--- src/rtl/simon_key_sched_param.sv ---
// Parametrised Simon key-schedule engine: streams T round keys over valid/ready
// and keeps the complete schedule in an internal table with a combinational read port.
module simon_key_sched_param #(
  parameter int N    = 16,
  parameter int M    = 4,
  parameter int T    = 32,
  parameter int ZSEL = 0,
  parameter int AW   = $clog2(T)
) (
  input  logic           clk,
  input  logic           rst,
  input  logic           start,
  input  logic [M*N-1:0] key_in,
  output logic           busy,
  output logic           rk_valid,
  input  logic           rk_ready,
  output logic [AW-1:0]  rk_index,
  output logic [N-1:0]   rk_data,
  output logic           done,
  output logic           table_valid,
  input  logic [AW-1:0]  rd_addr,
  output logic [N-1:0]   rd_data
);

  generate
    if (!((N == 16 || N == 24 || N == 32 || N == 48 || N == 64) &&
          (M >= 2) && (M <= 4) && (T >= M + 1) && (T <= 72) &&
          (ZSEL >= 0) && (ZSEL <= 4) && (AW == $clog2(T)))) begin : g_bad_param
      $fatal(1, "simon_key_sched_param: illegal parameter combination");
    end
  endgenerate

  // Literals are written in published order, so sequence bit k sits at vector bit 61-k.
  localparam logic [61:0] Z0 = 62'b11111010001001010110000111001101111101000100101011000011100110;
  localparam logic [61:0] Z1 = 62'b10001110111110010011000010110101000111011111001001100001011010;
  localparam logic [61:0] Z2 = 62'b10101111011100000011010010011000101000010001111110010110110011;
  localparam logic [61:0] Z3 = 62'b11011011101011000110010111100000010010001010011100110100001111;
  localparam logic [61:0] Z4 = 62'b11010001111001101011011000100000010111000011001010010011101111;
  localparam logic [61:0] Z_SEQ = (ZSEL == 0) ? Z0 :
                                  (ZSEL == 1) ? Z1 :
                                  (ZSEL == 2) ? Z2 :
                                  (ZSEL == 3) ? Z3 : Z4;
  localparam int IW = $clog2(T + M);

  typedef enum logic [1:0] {IDLE, RUN, FIN} state_t;

  state_t         state;
  logic [N-1:0]   win [M];
  logic [N-1:0]   table_mem [T];
  logic [5:0]     zi;
  logic [N-1:0]   gen_tmp;
  logic [N-1:0]   new_word;
  logic [IW-1:0]  wr_idx;
  logic           accept;
  logic           gen_en;
  logic           last;
  logic           z_bit;

  function automatic logic [N-1:0] ror(input logic [N-1:0] x, input int s);
    return (x >> s) | (x << (N - s));
  endfunction

  assign accept  = (state == RUN) && rk_ready;
  assign last    = (rk_index == AW'(T - 1));
  // Word i = j+M is produced when key j is accepted, while it still lies inside the schedule.
  assign wr_idx  = IW'(rk_index) + IW'(M);
  assign gen_en  = accept && (wr_idx < IW'(T));
  assign z_bit   = Z_SEQ[6'd61 - zi];
  assign rk_data = win[0];
  assign rd_data = table_mem[rd_addr];

  // Window holds k[i-M] .. k[i-1] for the word about to be generated.
  always_comb begin
    gen_tmp = ror(win[M-1], 3);
    if (M == 4) gen_tmp = gen_tmp ^ win[1];
    gen_tmp  = gen_tmp ^ ror(gen_tmp, 1);
    new_word = ~N'(3) ^ {{(N-1){1'b0}}, z_bit} ^ win[0] ^ gen_tmp;
  end

  always_ff @(posedge clk) begin
    if (!rst) begin
      state       <= IDLE;
      busy        <= 1'b0;
      rk_valid    <= 1'b0;
      done        <= 1'b0;
      table_valid <= 1'b0;
      rk_index    <= '0;
    end else begin
      case (state)
        IDLE: begin
          done <= 1'b0;
          if (start) begin
            state       <= RUN;
            busy        <= 1'b1;
            rk_valid    <= 1'b1;
            rk_index    <= '0;
            table_valid <= 1'b0;
          end
        end
        RUN: begin
          if (rk_ready) begin
            if (last) begin
              state       <= FIN;
              rk_valid    <= 1'b0;
              done        <= 1'b1;
              table_valid <= 1'b1;
            end else begin
              rk_index <= rk_index + AW'(1);
            end
          end
        end
        FIN: begin
          state <= IDLE;
          done  <= 1'b0;
          busy  <= 1'b0;
        end
        default: state <= IDLE;
      endcase
    end
  end

  // Datapath: window and table carry no reset; a reset edge still suppresses any update.
  always_ff @(posedge clk) begin
    if (rst && (state == IDLE) && start) begin
      for (int i = 0; i < M; i++) begin
        win[i]       <= key_in[i*N +: N];
        table_mem[i] <= key_in[i*N +: N];
      end
      zi <= 6'd0;
    end else if (rst && accept) begin
      for (int i = 0; i < M - 1; i++) win[i] <= win[i+1];
      win[M-1] <= new_word;
      if (gen_en) table_mem[AW'(wr_idx)] <= new_word;
      zi <= (zi == 6'd61) ? 6'd0 : zi + 6'd1;
    end
  end

endmodule

--- config.mk ---
export PLATFORM = sky130hd
export DESIGN_NAME = simon_key_sched_param
export DESIGN_NICKNAME = d
export VERILOG_FILES = /design/src/rtl/simon_key_sched_param.sv
export SDC_FILE = /design/constraint.sdc
export NUM_CORES = 1
export LEC_CHECK = 0
export ABC_CLOCK_PERIOD_IN_PS = 3300
export CORE_UTILIZATION = 60
export CTS_CLUSTER_SIZE = 10
export DETAILED_ROUTE_END_ITERATION = 7
export MAX_ROUTING_LAYER = met4
export PLACE_DENSITY = 0.87
export SLEW_MARGIN = 20
export SYNTH_ARGS = -nofsm -noshare
export SYNTH_HDL_FRONTEND = slang
export SYNTH_SLANG_ARGS = --single-unit
--- constraint.sdc ---
create_clock -name clk -period 3.3 [get_ports clk]
set_clock_uncertainty 0.2 [all_clocks]
set_input_delay 0.33 -clock clk [delete_from_list [all_inputs] [get_ports clk]]
set_output_delay 0.33 -clock clk [all_outputs]
set_load 0.005 [all_outputs]
==> reports/metrics.yaml <==
status:
  outcome: "finished clean"
power:
  p_int_uw: 13400
  clock_power_share: 0.388
  p_leak_uw: 0.00957
  seq_power_share: 0.509
  p_comb_frac: 0.104
  p_sw_frac: 0.238
  p_per_area_nw_per_um2: 615
  p_switching_uw: 4180
  peakVddDrop_uv: 500
clock_network:
  clk_path_buf_depth: 3
  cts_buffers: 70
  clock-sinks: 593
  tritoncts: "done"
  cts_root_buffer: "clkbuf_16"
  post_cts_buffers: 0
  clk_latency_ns: 0.59
  cts.clk_slew.worst_paths_ns: 0.06
  h-tree-depth: 3
synthesis:
  avgSynthCellArea_um2: 17.9
  synth_nets: 1448
  postSynthCellCount: 1360
  async_reset_ff_frac: 0
  yosys-top-cells-area: "edfxtp_1 71%, mux4_2 15%, nand2_1 2.8%"
  synth_area_um2: 24400
  synth_cell_type_count: 34
  yosysWarnings: 0
  ys.flop_type: "edfxtp_1"
  synth_top_cell_by_area: "edfxtp_1"
  ys_seq_area_frac: 0.723
  synth_seq_cells: 593
  yosysTopAreaCellShare: 0.709
  synth_edf_count: 576
timing:
  fmax_mhz: 306
  fin_crit_ns: 3.26
  setup_violations: 0
  rsz0062_at_grt: "false"
  slew_viol_final: 0
  hold_viol_final: 0
  maxSlewHeadroom: 0.348
  tightest_slew_ns: 0.977
  worst_slack_ns: 0.0370
  fin_crit_sh: 0.989
  totalNegativeSetupSlack_ns: 0
global_route:
  track_usage: 0.344
  grt.overflow.total: 0
  grt_pass1_vias: 14700
  grt_first_pass_wirelength_mm: 97.5
  antenna_found_initial: 0
  grt_start_max_net_pins: 84
routing:
  drtIter0Drc: 2208
  wire_per_inst_um: 31.9
  routed_wl_mm: 66.7
  final_antenna_net_count: 0
  dr.pass1.iters: 6
  drc: 0
  vias: 14500
  viasPerCell: 6.95
finish:
  finalCoreUtilization: 0.715
  final_cell_area_um2: 28500
  fin_nets: 1641
  antenna_cells: 0
  syn_to_final_growth_pct: 16.9
  drive_above_1_share: 0.226
  fillerInstances: 2209
setup_path:
  path_cells: "mux4_2 -> mux4_2 -> mux2_2 -> dlygate4sd2_1"
  cp_top_family: "multiplexers"
  criticalPathCategory: "reg -> out"
  worst_ep_required_time_ns: 2.77
  cp_max_fo: 1
  startpoint_type: "register"
  max_stage_delay_ns: 0.56
  crit_path_top_delay_cell: "mux4_2"
  path_buf_inv: 1
  crit_top_cell: "mux4_2"
  end_kind: "output pin"
  arrival_ns: 2.73
floorplanning:
  die_w_um: 204
  core_area_um2: 39900
  die-height_um: 204
  io_pins: 114
  rows: 73
  dieArea_um2: 41500
  start_util: 0.611
job:
  cap_violations: 0
placement:
  finalWeightedCongestion: 0.912
  dpl.hpwl_mm: 39.0
  place_ws_ns: 0.0513
  place_area_um2: 26600
  port_buffers: 113
worst_hold_path:
  hp-class: "in -> reg"
[cell usage in the layout (no fill, tap or decap), drive strengths merged, types with 2 or more instances in the layout]
cell,n
xor2,6
clkbuf,78
inv,29
mux2i,3
nand3,15
nand4,2
nor2,103
mux4,162
nor2b,5
nand2,183
xnor2,50
a31oi,2
mux2,21
dfxtp,17
clkinvlp,2
dlygate4sd2,15
ha,15
nand4b,2
clkinv,4
buf,78
o21ai,27
edfxtp,576
clkdlybuf4s50,93
a21oi,67
[cells by family after synthesis]
family,after synthesis,synth area share
flip-flops,593,0.723
AND/OR/NAND/NOR,316,0.0511
multiplexers,186,0.160
AO/OA/AOI/OAI,102,0.0219
buffers and inverters,92,0.0158
XOR/XNOR,56,0.0201
adder cells (fa/ha/maj),15,0.00769
[area by class of cell]
class	instances	area [um^2]	area share
clock inverter	10	116	0.00408
tap	525	657	0.0230
sequential	593	17600	0.618
timing repair buffer	188	1780	0.0625
inverter	25	93.8	0.00329
multi-input combinational	675	6440	0.226
clock buffer	77	1800	0.0631
[cell usage after synthesis, types with 2 or more instances]
cell type	count
nand4b_1	2
edfxtp_1	576
buf_1	6
inv_1	25
o21ai_0	27
nor2b_1	5
ha_1	15
xnor2_1	50
a31oi_1	2
a21oi_1	67
mux2_2	21
nand2_1	183
mux2i_1	3
nor2_1	103
nand3_1	15
dfxtp_1	17
clkbuf_1	33
buf_2	27
mux4_2	162
nand4_1	2
xor2_1	6
[worst register-to-register path, delay by kind of cell (launching register included)]
family	cells	cell delay, ns
multiplexers	2	0.80
XOR/XNOR	1	0.26
flip-flops	1	0.40
AO/OA/AOI/OAI	1	0.41
buffers and inverters	3	0.46
adder cells (fa/ha/maj)	1	0.32
[path summary, 6_finish.rpt]
path,from,end,cells after the start,slack [ns]
worst max-delay path,table_mem[9][8],rd_data[8],4,0.04
worst min-delay path,key_in[33],win[2][1],3,0.26
worst max register to register,zi[1],table_mem[18][0],8,0.15
worst min register to register,table_valid,table_valid,2,0.27
[per-stage QoR]
step	total power, uW	hold slack [ns]	cells
6_report	17500	0.263	2093
5_1_grt	17900	0.255	2093
4_1_cts	17500	0.238	2093
3_5_place_dp	10800	0.259	2006
3_3_place_gp	10700	0.250	2006
2_1_floorplan	10000	0.250	1360
[power groups by stage]
stage	Combinational, uW	Clock, uW	Sequential (uW)
after global placement	1660	0	9070
after global routing	1900	7080	8930
after CTS	1780	6830	8920
after floorplan	968	0	9050
after detailed placement	1760	0	9070
final	1820	6800	8930
[flip-flops by register name (all words and copies together), names as in the netlist]
name and cells:
busy 1, done 1, rk_index 5, rk_valid 1, state 2, table_mem 512
table_valid 1, win 64, zi 6
[layer usage]
layer  global-route usage  wire, um  up-vias
li1                     -         -     5650
met3               0.0702      8260      233
met2                0.541     32700     1406
met4                0.174      3640        0
met1                0.430     22100     7253
met5                    -         0        -
[what timing repair did]
action,CTS,global route
pin swaps,0,1
gates resized for setup,21,4
endpoints found under the setup margin,15,31
hold endpoints to repair,0,0
hold buffers,0,0
gates cloned,0,0
(Power assumes the default switching activity.)
